### config.mk
export PLATFORM = sky130hd
export DESIGN_NAME = dapuf_eval_ctrl
export DESIGN_NICKNAME = d
export VERILOG_FILES = /design/src/rtl/dapuf_pkg.sv /design/src/rtl/puf_lfsr64.sv /design/src/rtl/dapuf_eval_ctrl.sv
export SDC_FILE = /design/constraint.sdc
export NUM_CORES = 1
export LEC_CHECK = 0
export CAP_MARGIN = 20
export CORE_ASPECT_RATIO = 1.2
export CORE_MARGIN = 2
export CORE_UTILIZATION = 47
export DETAILED_ROUTE_END_ITERATION = 7
export GPL_TIMING_DRIVEN = 0
export PLACE_DENSITY = 0.8
export SYNTH_ARGS = -nofsm -noshare
export SYNTH_HDL_FRONTEND = slang
export SYNTH_SLANG_ARGS = --single-unit
### constraint.sdc
create_clock -name clk -period 2.24 [get_ports clk]
set_clock_uncertainty 0.1 [all_clocks]
set_input_delay 0.224 -clock clk [delete_from_list [all_inputs] [get_ports clk]]
set_output_delay 0.224 -clock clk [all_outputs]
set_load 0.02 [all_outputs]
### src/rtl/dapuf_pkg.sv
// Shared types and constants for the double-arbiter PUF evaluation controller.
package dapuf_pkg;

  typedef enum logic [2:0] {
    StIdle,
    StDisch,
    StFire,
    StSample,
    StNext,
    StOut
  } state_e;

  localparam logic [63:0] LFSR_MASK = 64'hD800_0000_0000_0000;

  localparam int unsigned DEF_CHAL_W     = 64;
  localparam int unsigned DEF_SETTLE_CYC = 16;
  localparam int unsigned DEF_REPEAT     = 7;
  localparam int unsigned DEF_RESP_BITS  = 32;

endpackage

### src/rtl/puf_lfsr64.sv
// 64-bit Galois right-shift LFSR that sources PUF challenges.
module puf_lfsr64
  import dapuf_pkg::*;
(
  input  logic        clk,
  input  logic        rst_n,
  input  logic        load,
  input  logic [63:0] seed,
  input  logic        step,
  output logic [63:0] state
);

  logic [63:0] state_q, state_d;

  always_comb begin
    state_d = state_q;
    if (load) begin
      // An all-zero state would lock up the LFSR.
      state_d = (seed == '0) ? 64'h1 : seed;
    end else if (step) begin
      state_d = (state_q >> 1) ^ (state_q[0] ? LFSR_MASK : 64'h0);
    end
  end

  always_ff @(posedge clk or negedge rst_n) begin
    if (!rst_n) begin
      state_q <= '0;
    end else begin
      state_q <= state_d;
    end
  end

  assign state = state_q;

endmodule

### src/rtl/dapuf_eval_ctrl.sv
// Drives challenges and excitation edges into the DAPUF, majority-votes the repeated
// responses and packs the voted bits into a word offered on a valid/ready port.
module dapuf_eval_ctrl
  import dapuf_pkg::*;
#(
  parameter int unsigned CHAL_W     = DEF_CHAL_W,
  parameter int unsigned SETTLE_CYC = DEF_SETTLE_CYC,
  parameter int unsigned REPEAT     = DEF_REPEAT,
  parameter int unsigned RESP_BITS  = DEF_RESP_BITS
) (
  input  logic                             clk,
  input  logic                             rst_n,
  input  logic                             start,
  input  logic [CHAL_W-1:0]                seed,
  output logic                             busy,
  output logic [CHAL_W-1:0]                chal_o,
  output logic                             excite_o,
  input  logic                             puf_resp_i,
  output logic                             resp_valid,
  input  logic                             resp_ready,
  output logic [RESP_BITS-1:0]             resp_data,
  output logic [$clog2(RESP_BITS+1)-1:0]   unstable_cnt
);

  localparam int unsigned SetW = $clog2(SETTLE_CYC);
  localparam int unsigned CntW = $clog2(REPEAT + 1);
  localparam int unsigned IdxW = (RESP_BITS > 1) ? $clog2(RESP_BITS) : 1;
  localparam int unsigned UnsW = $clog2(RESP_BITS + 1);

  localparam logic [SetW-1:0] SetLast = SetW'(SETTLE_CYC - 1);
  localparam logic [CntW-1:0] RepAll  = CntW'(REPEAT);
  localparam logic [CntW-1:0] RepHalf = CntW'(REPEAT / 2);
  localparam logic [IdxW-1:0] IdxLast = IdxW'(RESP_BITS - 1);

  state_e state_q, state_d;

  logic [SetW-1:0]      set_q, set_d;
  logic [CntW-1:0]      eval_q, eval_d;
  logic [CntW-1:0]      ones_q, ones_d;
  logic [IdxW-1:0]      idx_q, idx_d;
  logic [RESP_BITS-1:0] data_q, data_d;
  logic [UnsW-1:0]      uns_q, uns_d;
  logic                 busy_q, busy_d;
  logic                 excite_q, excite_d;
  logic                 valid_q, valid_d;
  logic [1:0]           sync_q;

  logic        lfsr_load;
  logic        lfsr_step;
  logic [63:0] lfsr_state;
  logic        vote;
  logic        unstable;

  puf_lfsr64 u_lfsr (
    .clk   (clk),
    .rst_n (rst_n),
    .load  (lfsr_load),
    .seed  (seed),
    .step  (lfsr_step),
    .state (lfsr_state)
  );

  assign vote     = (ones_q > RepHalf);
  assign unstable = (ones_q != '0) && (ones_q != RepAll);

  // State register
  always_ff @(posedge clk or negedge rst_n) begin
    if (!rst_n) begin
      state_q <= StIdle;
    end else begin
      state_q <= state_d;
    end
  end

  // Next-state logic
  always_comb begin
    state_d = state_q;
    unique case (state_q)
      StIdle:   if (start) state_d = StDisch;
      StDisch:  if (set_q == SetLast) state_d = StFire;
      StFire:   if (set_q == SetLast) state_d = StSample;
      StSample: state_d = (eval_q + CntW'(1) == RepAll) ? StNext : StDisch;
      StNext:   state_d = (idx_q == IdxLast) ? StOut : StDisch;
      StOut:    if (resp_ready) state_d = StIdle;
      default:  state_d = StIdle;
    endcase
  end

  // Datapath next-state and registered-output decode
  always_comb begin
    set_d     = set_q;
    eval_d    = eval_q;
    ones_d    = ones_q;
    idx_d     = idx_q;
    data_d    = data_q;
    uns_d     = uns_q;
    lfsr_load = 1'b0;
    lfsr_step = 1'b0;
    unique case (state_q)
      StIdle: begin
        if (start) begin
          lfsr_load = 1'b1;
          set_d     = '0;
          eval_d    = '0;
          ones_d    = '0;
          idx_d     = '0;
          data_d    = '0;
          uns_d     = '0;
        end
      end
      StDisch, StFire: begin
        set_d = (set_q == SetLast) ? '0 : set_q + SetW'(1);
      end
      StSample: begin
        ones_d = ones_q + CntW'(sync_q[1]);
        eval_d = eval_q + CntW'(1);
      end
      StNext: begin
        data_d[idx_q] = vote;
        if (unstable) uns_d = uns_q + UnsW'(1);
        lfsr_step = 1'b1;
        ones_d    = '0;
        eval_d    = '0;
        idx_d     = idx_q + IdxW'(1);
      end
      default: ;
    endcase

    // Outputs are decoded from the next state so they line up with the state register.
    busy_d   = (state_d != StIdle);
    excite_d = (state_d == StFire);
    valid_d  = (state_d == StOut);
  end

  always_ff @(posedge clk or negedge rst_n) begin
    if (!rst_n) begin
      set_q    <= '0;
      eval_q   <= '0;
      ones_q   <= '0;
      idx_q    <= '0;
      data_q   <= '0;
      uns_q    <= '0;
      busy_q   <= 1'b0;
      excite_q <= 1'b0;
      valid_q  <= 1'b0;
      sync_q   <= '0;
    end else begin
      set_q    <= set_d;
      eval_q   <= eval_d;
      ones_q   <= ones_d;
      idx_q    <= idx_d;
      data_q   <= data_d;
      uns_q    <= uns_d;
      busy_q   <= busy_d;
      excite_q <= excite_d;
      valid_q  <= valid_d;
      sync_q   <= {sync_q[0], puf_resp_i};
    end
  end

  assign busy         = busy_q;
  assign chal_o       = lfsr_state;
  assign excite_o     = excite_q;
  assign resp_valid   = valid_q;
  assign resp_data    = data_q;
  assign unstable_cnt = uns_q;

endmodule

# Word-level counts from Yosys, hierarchy flattened
# Cells that the tools add are included.
[word_totals]
inputBits = 69
elab_cells = 79
register_bits = 125
[classes]
bitwise = 1
reduce_logical = 15
magnitude_cmp = 3
n_addsub = 5
eq_ne = 13
n_mux = 30
[ops]
columns = ["operator", "n"]
rows = [
  ["$mux 64", 4],
  ["$logic_not 64->1", 1],
  ["$pmux 32 s2", 1],
  ["$xor 63x64->64", 1],
  ["$bwmux 32", 1],
  ["$mux 32", 1],
  ["$mux 3", 7],
  ["$pmux 3 s3", 2],
  ["$pmux 3 s6", 1],
  ["$eq 3x3->1 const B", 4],
  ["$mux 6", 2],
  ["$pmux 6 s2", 1],
  ["$pmux 5 s2", 1],
  ["$eq 3x2->1 const B", 3],
  ["$reduce_bool 3->1", 3],
  ["$mux 4", 2],
  ["$pmux 4 s2", 1],
  ["$add 6x1->6 const B", 1],
  ["$lt 5x6->1 const B", 1],
  ["$reduce_and 2->1", 3],
  ["$reduce_bool 2->1", 3],
  ["$add 5x1->5 const B", 1],
  ["$demux 1 s5", 1],
  ["$eq 5x5->1 const B", 1],
  ["15 further kinds", 20],
]

# Logic depth before layout (Yosys ltp)
# Gate-level depths: netlist of the first run.
[depth]
word_depth = 6
mapped_depth = 6
ltp_nobuf = 6

# Cells and area by module
# From an unflattened synthesis of the first run, not the netlist that was laid out.
[hier_totals]
hier_cells = 598
hier_area_um2 = 6184.7
[by_module_without_submodules]
columns = ["module", "n_inst", "area_per_inst_um2", "seq_area_each_um2", "cells_per_inst"]
rows = [
  ["dapuf_eval_ctrl", 1, 3124.2, 1526.5, 292],
  ["puf_lfsr64", 1, 3060.4, 1601.5, 306],
]

# Worst setup path before layout of the first run
# OpenSTA, ideal clock, no wires.
[synth_timing]
path_kind = "register -> register"
from = "register state_q[1]"
to = "register uns_q[0] (netlist: unstable_cnt[0])"
period_less_slack_ns = 1.727
path_slack_ns = 0.513
path_buffers = 1
path_stages_with_launch = 6
arrival_time_ns = 1.496
path_cell_list = "dfrtp_1 > or3b_4 > buf_6 > or3_4 > nand3_1 > o21ai_1"
[synth_between]
elab_chain_len = 3
word_cells_on_any_way = 7
cone_classes = "eq/ne: 3; mux: 1; reduce/logical: 3"
[synth_rtl]
columns = ["element", "line_no", "rtl"]
rows = [
  ["start, declared", "dapuf_eval_ctrl.sv:35", "state_e state_q, state_d;"],
  ["start signal, assigned", "dapuf_eval_ctrl.sv:69", "state_q <= StIdle;"],
  ["start signal, assigned", "dapuf_eval_ctrl.sv:71", "state_q <= state_d;"],
  ["$eq 3x3->1 or $logic_not 3->1 (tied branches)", "dapuf_eval_ctrl.sv:99", "unique case (state_q)"],
  ["$ne 2x2->1 (no source line) or $reduce_bool 2->1 (tied branches)", "-", ""],
  ["$reduce_and 3->1 (no source line)", "-", ""],
  ["end signal, assigned", "dapuf_eval_ctrl.sv:153", "uns_q <= uns_d;"],
  ["end, declared", "dapuf_eval_ctrl.sv:42", "logic [UnsW-1:0] uns_q, uns_d;"],
]
# Several ways; a longest one is shown, not always the timed one.
# A chain may end at the register's enable or synchronous reset.

# Worst setup path after layout of the first run
[layout_timing]
from = "register state_q[2]"
to = "register data_q[1] (netlist: resp_data[1])"
[layout_between]
elab_chain_len = 3
word_cells_on_any_way = 6
cone_classes = "eq/ne: 2; mux: 1; reduce/logical: 3"
[layout_rtl]
columns = ["element", "line_no", "rtl"]
rows = [
  ["$eq 3x3->1 or $logic_not 3->1 (tied branches)", "dapuf_eval_ctrl.sv:99", ""],
  ["$reduce_bool 2->1 (no source line) or $ne 2x2->1 (tied branches)", "-", ""],
  ["$reduce_and 2->1 (no source line)", "-", ""],
  ["end signal, assigned", "dapuf_eval_ctrl.sv:152", "data_q <= data_d;"],
  ["end, declared", "dapuf_eval_ctrl.sv:41", "logic [RESP_BITS-1:0] data_q, data_d;"],
]
# Several ways; a longest one is shown, not always the timed one.

==> results of run 1 <==
## metrics by stage
| stage | total power [mW] | worst slack (ps) | hold WS [ps] |
|---|---|---|---|
| finish | 10.2 | 189 | 154 |
| global route | 10.6 | 33.7 | 159 |
| CTS | 10.2 | 118 | 157 |
| detailed placement | 7.25 | -23.0 | 91.9 |
| global placement | 7.14 | -3900 | 238 |
| floorplan | 5.30 | 513 | -172 |
## critical path, delay by kind of cell (launching register included)
family	cells	cell delay (ps)
buffers and inverters	2	500
and+or+nand+nor	3	670
AOI/OAI and AO/OA	1	280
DFF	1	390
## final cells by class
| cell class | instances | share of cell area [%] |
|---|---|---|
| Buffer | 41 | 2.09 |
| Clock buffer | 21 | 5.62 |
| Clock inverter | 10 | 1.94 |
| Inverter | 7 | 0.314 |
| Multi-Input combinational cell | 439 | 29.1 |
| Sequential cell | 125 | 37.4 |
| Tap cell | 161 | 2.41 |
| Timing Repair Buffer | 175 | 21.1 |
## logic make-up (layout without fill, tap and decap cells)
| group | count (synthesis) | count (layout) |
|---|---|---|
| AOI/OAI and AO/OA | 130 | 130 |
| xor gates and xnor gates | 7 | 7 |
| adders and majority gates | 11 | 11 |
| buffers and inverters | 48 | 254 |
| DFF | 125 | 125 |
| muxes | 5 | 5 |
| and+or+nand+nor | 286 | 286 |
## repair_timing
| item | 4_1_cts | 5_1_grt |
|---|---|---|
| hold buffers | 1 | 0 |
| setup endpoints to repair | 0 | 13 |
| endpoints found under the hold margin | 49 | 0 |
| gates resized for setup | 0 | 2 |
## report_power, final
group	leakage, nW	internal, mW	switching (mW)
sequential	1.54	2.96	0.645
clock	0.293	1.94	0.986
combinational	1.77	1.69	1.97
## flip-flops by register name, summed over array words and instances, names as in the netlist, 2 cells and up
name	flops
u_lfsr.state	64
idx_q	5
ones_q	3
resp_data	32
unstable_cnt	6
eval_q	3
set_q	4
sync_q	2
state_q	3
## final timing paths
check | slack, ps | end
max in group asynchronous | 1080 | u_lfsr.state[7]$_DFFE_PN0P_
worst max register to register | 190 | resp_data[1]$_DFFE_PN0P_
worst min register to register | 250 | sync_q[1]$_DFF_PN0_
min in group asynchronous | 230 | resp_valid$_DFF_PN0_
worst max-delay path | 190 | resp_data[1]$_DFFE_PN0P_
worst min-delay path | 150 | sync_q[0]$_DFF_PN0_
## layer usage
layer	GRT usage, %	wire [um]
met5	0	13
met3	11.3	1750
met2	46.4	8830
met1	30.1	6650
met4	12.9	647
## cells in the final DEF, fill, tap and decap left out, types with 3 or more instances in the layout
| cell | count |
|---|---|
| o22ai_1 | 61 |
| and2_1 | 7 |
| a22oi_1 | 3 |
| nand3_1 | 42 |
| nand2_1 | 47 |
| nor3b_1 | 3 |
| xnor2_1 | 7 |
| a22o_1 | 4 |
| clkinvlp_4 | 5 |
| nor4_1 | 16 |
| clkbuf_16 | 17 |
| nand4_1 | 5 |
| and3_1 | 6 |
| nor3_1 | 3 |
| nor2_1 | 134 |
| nand3b_1 | 5 |
| ha_1 | 11 |
| clkdlybuf4s50_1 | 172 |
| clkbuf_8 | 3 |
| dfrtp_1 | 125 |
| a21oi_1 | 6 |
| inv_1 | 7 |
| bufinv_16 | 4 |
| o21ai_0 | 15 |
| clkbuf_1 | 30 |
| buf_2 | 11 |
| mux2i_1 | 5 |
| o211ai_1 | 32 |
==> run summary, run 1 <==
Top-count cell post-synth = nor2_1
Core outline area = 0.0121 mm^2
Detailed Route Iter0 Violations = 325
Non-Filler Cell Area, Final = 0.00837 mm^2
Slowest cell on the critical path = dfrtp_1
Critical Path Start Type = flop
DRC Markers = 0
Diode count = 0
1st-pass router iterations = 5
CTS tree = done
Asr flop ratio synth = 100%
Multi-input gate area = 0.00244 mm^2
Most frequent cells after synthesis = 134 x nor2_1, 125 x dfrtp_1, 61 x o22ai_1
Worst reg2reg startpoint = state_q[2]$_DFF_PN0_
First-pass GRT wire length = 28400 um
Area growth syn-to-layout = 45.4%
GRT overflow = 0
Num rows = 44
Post-Route WL = 17900 um
Period Utilization, post-route = 91.6%
Fin. max-slew vios = 0
Max_slew headroom = 33.6%
Hold_sp = puf_resp_i
Type of the worst min-delay path = input pin to flop
XOR/XNOR Fraction of Synth Area = 1.06%
DP Cell Count = 947
Root buffer cell = clkbuf_16
CTS Buffer Depth = 2
Syn Std Cell Area = 0.00576 mm^2
Top cells by area, synth = dfrtp_1 54%, nor2_1 8.7%, o22ai_1 6.6%
Vias in the first global route = 5733
I/O Buffers = 173
Worst hold path cell count = 1
Die X = 105 um
Worst-path maximum fanout = 10
Max_cap viols = 0
Crit path from = state_q[2]$_DFF_PN0_
Filler cells = 877
Final #Nets = 886
Initial Util = 47.8%
Worst skew pair latency = 420 ps
CTS sink count = 125
Adder-cell share of the synthesized area = 2.39%
H-Tree Depth = 4
Pwr dens = 1220 mW/mm^2
DR vias = 5667
Cells on worst reg2reg path = 6
Simple-gate share of the synthesized area = 23.1%
Setup TNS = 0 ps
Die area = 0.0132 mm^2
Endpoints failing hold = 0
Largest family of logic cells by synthesized area = simple AND/OR/NAND/NOR gates
Leak = 3.61 nW
Placement Cell Area = 0.00772 mm^2
Sequential Area = 0.00313 mm^2
Worst slew pin tran = 986 ps
Post-CTS Setup Repair Bufs = 0
Routability cong. = 0.856
Yosys top cell area share = 54.3%
Warnings from Yosys = 0
Compound-Gate Fraction of Synth Area = 14.8%
Crit end category = flop
Largest stage delay on the critical path = 390 ps
Synthesized flop and latch total = 125
Ratio of cells with drive above 1 in the final layout = 6.60%
Vias per cell = 5.79
Count of cell types in the netlist = 43
Leading area contributor after synthesis = dfrtp_1
Syn avg cell area = 9.41 um^2
Worst vdd ir = 795 uV
Outcome = complete, no violations
Filler-free cell count of the finished design = 979
Die height = 125 um
GRT Util Overall = 27.5%
Max Fclk = 488 MHz
Initial antenna violation count = 1
Routed WL per cell = 18.3 um
RSZ-0062 raised after global routing = no
Post-synth EDFFs = 0
Layout Utilization = 69.4%
Fin crit period = 2050 ps
Dpl hpwl = 12900 um
ANT nets after route = 0
Final-report setup violation count = 0
Kind of critical path = flop to flop
Sequential share of the synthesized area = 54.3%
Mapped Nets = 692
Mux share of post-synthesis cell area = 0.869%
Crit path DAT = 2250 ps
CTS Buf Count = 17
CP Cell Sequence = buf_2 > nor3b_2 > buf_2 > nand2_1 > o211ai_1 > nand2_1
CTS clock-pin slew for the worst setup and hold paths = 60 ps
Ys flop type = dfrtp_1
Largest net degree at the start of global routing = 77
I/O Pins = 174
Syn Inst Count = 612
WP data required = 2440 ps
Note: power is estimated with default switching activity, not from simulation.
==> inputs of run 2 (changes only) <==
--- a/config.mk
+++ b/config.mk
@@ -7,7 +7,7 @@
 export LEC_CHECK = 0
 export CAP_MARGIN = 20
 export CORE_ASPECT_RATIO = 1.2
-export CORE_MARGIN = 2
+export CORE_MARGIN = 8
 export CORE_UTILIZATION = 47
 export DETAILED_ROUTE_END_ITERATION = 7
 export GPL_TIMING_DRIVEN = 0
==> run 2 against run 1 <==
  * Register-to-register slack got worse by 20 ps
  * Cell count increased by 0.10%
  * Clock power decreased by 6%
  * Power decreased by 1.5%
  * Critical path depth unchanged
  * Combinational power about the same
  * Sequential share of layout area increased by 0.21 points
  * Via count decreased by 0.39%
  * Sequential cell count unchanged
  * First-iteration DRC count increased by 43%
  * Critical path type unchanged
  * Critical endpoint is now u_lfsr.state[43]$_DFFE_PN0P_
  * Largest power group unchanged
  * Highest routed layer is now met4
==> run summary, run 2 (same netlist as run 1, synthesis figures left out) <==
Outcome = complete, no violations
Leak = 3.59 nW
PostCTS Resize Cnt = 0
1st-pass router iterations = 5
Max FFs per register = 64
Core outline area = 0.0121 mm^2
Initial antenna violation count = 0
CTS clock-pin slew for the worst setup and hold paths = 60 ps
Fin. max-slew vios = 0
Die X = 117 um
Critical Path Start Type = flop
First-pass GRT wire length = 30500 um
Vias per cell = 5.76
CTS tree = done
Final #Nets = 886
Crit end category = flop
Worst hold path cell count = 1
Cells on worst reg2reg path = 6
Root buffer cell = clkbuf_16
Worst slew pin tran = 911 ps
Max Fclk = 484 MHz
CTS Buffer Depth = 2
Worst-path maximum fanout = 10
Worst skew pair latency = 420 ps
H-Tree Depth = 4
Kind of critical path = flop to flop
Pwr dens = 1210 mW/mm^2
GRT overflow = 0
Area growth syn-to-layout = 44.6%
Most frequent cells in the layout = 172 x clkdlybuf4s50_1, 134 x nor2_1, 125 x dfrtp_1
DRC Markers = 0
GRT Util Overall = 24.8%
CTS sink count = 125
Die area = 0.0161 mm^2
RSZ-0062 raised after global routing = no
R2r setup slk = 170 ps
Type of the worst min-delay path = input pin to flop
Hold_sp = puf_resp_i
Num rows = 44
Initial Util = 47.8%
Crit path DAT = 2310 ps
Post-CTS Setup Repair Bufs = 0
Detailed Route Iter0 Violations = 465
RR Endpoint = u_lfsr.state[43]$_DFFE_PN0P_
CTS Buf Count = 17
Dpl hpwl = 14300 um
Worst vdd ir = 796 uV
Worst reg2reg startpoint = state_q[2]$_DFF_PN0_
Routed WL per cell = 19.8 um
Final-report setup violation count = 0
Layout Utilization = 69.1%
Die height = 137 um
Vias in the first global route = 5871
Overall Power = 10.1 mW
Largest net degree at the start of global routing = 68
Ratio of cells with drive above 1 in the final layout = 6.72%
Hold worst-path end = sync_q[0]$_DFF_PN0_
DR vias = 5645
WP data required = 2480 ps
Fin crit period = 2070 ps
Endpoints failing hold = 0
Routability cong. = 0.879
Commonest non-fill, non-tap cell in the layout = clkdlybuf4s50_1
Post-Route WL = 19400 um
Diode count = 0
Max_cap viols = 0
Max_slew headroom = 38.6%
ANT nets after route = 0
I/O Buffers = 173
I/O Pins = 174
Period Utilization, post-route = 92.3%
Setup TNS = 0 ps
## run 2: layer usage
metal  routed length, um  GRT usage, %  vias up
li1                    -             -     2586
met1                7090          26.7     2737
met2                9540          41.1      289
met3                2330          12.4       33
met4                 412          9.12        0
met5                   0             0        -
## run 2: worst max path at each step
stage	from	endpoint	slack, ps
finish	state_q[2]$_DFF_PN0_	u_lfsr.state[43]$_DFFE_PN0P_	170
global route	state_q[2]$_DFF_PN0_	resp_data[7]$_DFFE_PN0P_	20
CTS	state_q[2]$_DFF_PN0_	u_lfsr.state[31]$_DFFE_PN0P_	180
detailed placement	seed[25]	u_lfsr.state[0]$_DFFE_PN0P_	-30
global placement	rst_n	u_lfsr.state[24]$_DFFE_PN0P_	-3900
floorplan	state_q[1]$_DFF_PN0_	unstable_cnt[0]$_DFFE_PN0P_	510
## run 2: per-stage QoR
| step | instance area (um^2) | hold slack [ps] | worst slack [ps] | instances |
|---|---|---|---|---|
| floorplan | 5760 | -172 | 513 | 612 |
| global placement | 7690 | 248 | -3900 | 946 |
| detailed placement | 7720 | 130 | -30.6 | 947 |
| CTS | 8330 | 150 | 180 | 980 |
| global route | 8330 | 153 | 17.1 | 980 |
| finish | 8330 | 151 | 173 | 980 |
## run 2: power by group
group,leakage (nW),switching (mW),internal [mW]
Clock,0.274,1.05,1.70
Combinational,1.77,1.99,1.69
Sequential,1.54,0.663,2.96
## run 2: layout make-up
cell class / instances / area (um^2)
repair buffers: 175 / 1770
flip-flops and latches: 125 / 3130
multi-input cells: 439 / 2430
inverters: 7 / 26.3
plain buffers: 41 / 175
clock inverters: 13 / 141
clock buffers: 19 / 453
fillers: 893 / 3730
well taps: 161 / 201
## run 2: worst max-delay path, cell delays in order, from the launching register on
cell,delay (ps)
dfrtp_1,400
buf_2,230
nor2_1,120
nor3_2,550
buf_2,340
o22ai_1,110
nor2_1,130
## run 2: repair_timing
item,CTS,global route
endpoints found under the hold margin,58,0
hold buffers,1,0
endpoints found under the setup margin,0,0
==> RTL change 1, RTL diff (config.mk and constraints of run 2) <==
Put one more register stage on the output `unstable_cnt`, with the module's reset. The value now appears one clock later. The other outputs are not delayed to match.
--- a/src/rtl/dapuf_eval_ctrl.sv
+++ b/src/rtl/dapuf_eval_ctrl.sv
@@ -163,7 +163,13 @@
   assign excite_o     = excite_q;
   assign resp_valid   = valid_q;
   assign resp_data    = data_q;
-  assign unstable_cnt = uns_q;
+  always_ff @(posedge clk or negedge rst_n) begin
+    if (!rst_n) begin
+      unstable_cnt <= '0;
+    end else begin
+      unstable_cnt <= uns_q;
+    end
+  end
 
 endmodule
 
Function: no difference found for any inputs over 10 cycles, from zero or initial values and one cycle with rst_n low; that may be too few to reach the edited logic, so the function may still have changed.
==> RTL change 1 against run 2 <==
  * Area after synthesis grew 3.7%
  * Utilization shrank 0.60 points
  * Count of clock-buffer cells in the layout grew 2
  * Setup slack lost 0.099 ns
  * Critical path type unchanged
  * Wire length shrank 3.8%
  * Combinational power grew 8.7%
  * Total power grew 6.4%
  * Worst hold slack gained 0.0044 ns
  * Sequential cell count grew 6
  * Cell area grew 3.2%
  * Sequential power grew 5.5%
  * Critical endpoint is now uns_q[4]$_DFFE_PN0P_
  * Maximum frequency shrank 4.6%
  * Clock power grew 4%
==> RTL change 1: results (changes against run 2) <==
Setup path
  • FF-to-FF End: uns_q[4]$_DFFE_PN0P_
  • Arr. time, crit path: 2.36 ns (+0.05 ns)
  • CP endpoint: uns_q[4]$_DFFE_PN0P_
  • Slowest cell on the critical path: or4_4

Global routing
  • Largest net degree at the start of global routing: 74 (+8.8%)
  • GR Util met1: 25.59% (-1.1 points)
  • Total Routing Usage GR: 22.50% (-2.3 points)
  • Grt met2 use: 37.07% (-4.1 points)
  • Grt met3 use: 8.782% (-3.6 points)

Yosys
  • Syn avg cell area: 9.447 sq um (+0.39%)
  • Post-synthesis mux area share: 0.3353% (-0.53 points)
  • Library cells used by synthesis: 53 (+23%)
  • Top cells by count, synth: 139 x nor2_1, 131 x dfrtp_1, 63 x o22ai_1
  • Area share of fa/ha/maj cells after synthesis: 2.305% (-0.085 points)
  • Post-synthesis compound-gate area fraction: 15.72% (+0.92 points)
  • Register area share after synthesis: 54.90% (+0.59 points)

Route
  • Met1 WL: 7216 microns (+1.8%)
  • Met3 WL: 1743 microns (-25%)
  • 1st-iter DRT viols: 374 (-20%)
  • Met2 wire length: 9147 microns (-4.1%)

Final layout
  • Nets: 903 (+1.9%)
  • Share of cells above drive strength 1: 7.074% (+0.36 points)

Timing
  • Worst-Margin Slew: 0.6903 ns (-0.2207 ns)
  • Min Tclk post-route: 2.166 ns (+0.09878 ns)

Outcome
  • Run status: complete, no violations

Pwr
  • Leakage: 3.695 nW (+3.0%)

Placement
  • Dpl cells: 970 (+2.4%)
  • Gpl congestion: 0.8665 (-1.4%)
## RTL change 1: cell type report
class | count | area [sq um]
clock buffers | 21 | 450.4
multi-input cells | 450 | 2524
clock inverters | 9 | 156.4
flip-flops and latches | 131 | 3278
well taps | 164 | 205.2
inverters | 7 | 26.28
fillers | 975 | 3961
repair buffers | 175 | 1770
plain buffers | 41 | 183.9
## RTL change 1: worst max-delay path: cells and delay by family (launching register included)
kind,cells,cell delay (ns)
AOI/OAI and AO/OA,2,0.27
buffers and inverters,2,0.32
DFF,1,0.40
and+or+nand+nor,2,0.95
## RTL change 1: power by group
group	switching, mW	internal, mW
Sequential	0.698	3.13
Combinational	2.14	1.86
Clock	0.988	1.88
Total	3.83	6.87
## RTL change 1: timing repair
item | 4_1_cts | 5_1_grt
setup endpoints to repair | 88 | 46
resized for setup | 3 | 14
hold buffers | 1 | 0
endpoints found under the hold margin | 58 | 0
==> RTL change 2, RTL diff (settings of run 2) <==
Without the edit above. `DEF_SETTLE_CYC`: 16 -> 32.
--- a/src/rtl/dapuf_pkg.sv
+++ b/src/rtl/dapuf_pkg.sv
@@ -13,7 +13,7 @@
   localparam logic [63:0] LFSR_MASK = 64'hD800_0000_0000_0000;
 
   localparam int unsigned DEF_CHAL_W     = 64;
-  localparam int unsigned DEF_SETTLE_CYC = 16;
+  localparam int unsigned DEF_SETTLE_CYC = 32;
   localparam int unsigned DEF_REPEAT     = 7;
   localparam int unsigned DEF_RESP_BITS  = 32;
 
Function: no difference found for any inputs over 10 cycles, from zero or initial values and one cycle with rst_n low; that may be too few to reach the edited logic, so the function may still have changed.
==> RTL change 2 against run 2 <==
  * Area after synthesis fell by 0.11%
  * Cell area rose by 0.60%
  * Wire length fell by 3.5%
  * Sequential cell count rose by 1
  * Setup slack got worse by 0.066 ns
  * Total power rose by 22%
  * Non-clock buffer count rose by 5
  * Sequential power rose by 15%
==> RTL change 2: results (changes against run 2) <==
Setup path
  • Reg2reg start: state_q[1]$_DFF_PN0_
  • Slowest cell on the critical path: or3b_1
  • Max incr delay on CP: 0.40 ns (-0.15 ns)
  • Family with the most delay on the worst path: buffers and inverters
  • R2R cell count: 7 (+1)
  • FF-to-FF End: u_lfsr.state[56]$_DFFE_PN0P_
  • Arr. time, crit path: 2.33 ns (+0.02 ns)
  • Peak fanout along the critical path: 10 (unchanged)

Timing
  • Hold slack final: 0.1495 ns (-0.001384 ns)
  • Max-Slew Margin vs Limit: 50.85% (+12 points)
  • Worst setup margin: 0.1073 ns (-0.06602 ns)

Final layout
  • Layout clock area frac: 7.275% (+0.14 points)
  • ANT cells: 0 (unchanged)
  • Multi-input logic area: 2390 sq um (-1.6%)
  • Non-clock buffers: 221 (+2.3%)
  • Nets: 852 (-3.8%)
  • Number of fill cells: 910 (+1.9%)
  • Final cell count without fillers: 945 (-3.6%)
  • Final core occ: 69.79% (+0.73 points)
  • Non-clock buffer share: 23.83% (+0.46 points)
  • Multi-input logic cell count: 398 (-9.3%)
  • Sequential cell area: 3153 sq um (+0.80%)
  • CLK BUF: 21 (+2)
  • Share of cells above drive strength 1: 8.163% (+1.4 points)

Yosys
  • Net Count, Synth: 659 (-4.8%)
  • YS warnings: 0 (unchanged)
  • Post-synthesis compound-gate area fraction: 18.75% (+4.0 points)
  • Register area share after synthesis: 54.81% (+0.49 points)
  • Xor and xnor fraction of the mapped netlist area: 1.218% (+0.15 points)
  • Top cells by count, synth: 134 x nor2_1, 126 x dfrtp_1, 63 x o22ai_1
  • Register bit total from synthesis: 126 (+0.80%)
  • Post-synthesis mux area share: 1.109% (+0.24 points)
  • Syn avg cell area: 9.953 sq um (+5.8%)
  • Library cells used by synthesis: 51 (+19%)
  • Area share of fa/ha/maj cells after synthesis: 2.610% (+0.22 points)
  • Area contributors post-synth: dfrtp_1 55%, nor2_1 8.7%, o22ai_1 6.9%

Placement
  • Worst slack at placement: -0.2593 ns (-0.2287 ns)
  • Dpl hpwl: 13640 microns (-4.7%)
  • Dpl cells: 913 (-3.6%)
  • Gpl congestion: 0.9128 (+3.9%)
  • Placed cell area: 7715 sq um (about the same)

Route
  • Drt first pass iters: 5 (unchanged)
  • Avg Vias per Cell: 5.855 (+1.6%)
  • 1st-iter DRT viols: 324 (-30%)
  • Post-Route WL: 18690 microns (-3.5%)

Global routing
  • First-pass GRT wire length: 29500 microns (-3.2%)
  • Total Routing Usage GR: 23.92% (-0.88 points)
  • Largest net degree at the start of global routing: 95 (+40%)
  • Vias in the first global route: 5821 (-0.85%)

Min path
  • Hold/Removal Path Class: input port to asynchronous set/reset pin

Outcome
  • Run status: complete, no violations

Pwr
  • Leakage: 3.461 nW (-3.5%)
  • Max VDD drop: 0.9578 mV (+20%)

CTS
  • Post-cts sizing count: 3 (+3)
  • Clock root buffer: clkbuf_16
==> RTL change 2: cell types whose count changed in the layout (fill, tap and decap cells not counted), moves of 4 or more <==
cell and delta:
nand3_1 -36, o31ai_1 +29, nand2_1 -23, clkbuf_1 -13, buf_1 +11, and2_1 -6
buf_4 +6, clkbuf_2 +4, clkinvlp_4 -4
==> RTL change 2: routing by layer <==
layer | track usage (%) | share of wire (%) | vias to the layer above
li1 | - | - | 2506
met3 | 11.10 | 11 | 43
met1 | 26.20 | 37 | 2708
met5 | 0 | 0 | -
met4 | 9.480 | 2.7 | 0
met2 | 39.43 | 49 | 276
==> RTL change 2: report_power, final <==
group	switching [mW]	leakage, nW	total [mW]	internal [mW]
Combinational	2.82	1.62	5.21	2.38
Sequential	0.915	1.54	4.19	3.28
Clock	0.995	0.299	2.82	1.83
Total	4.73	3.46	12.2	7.49
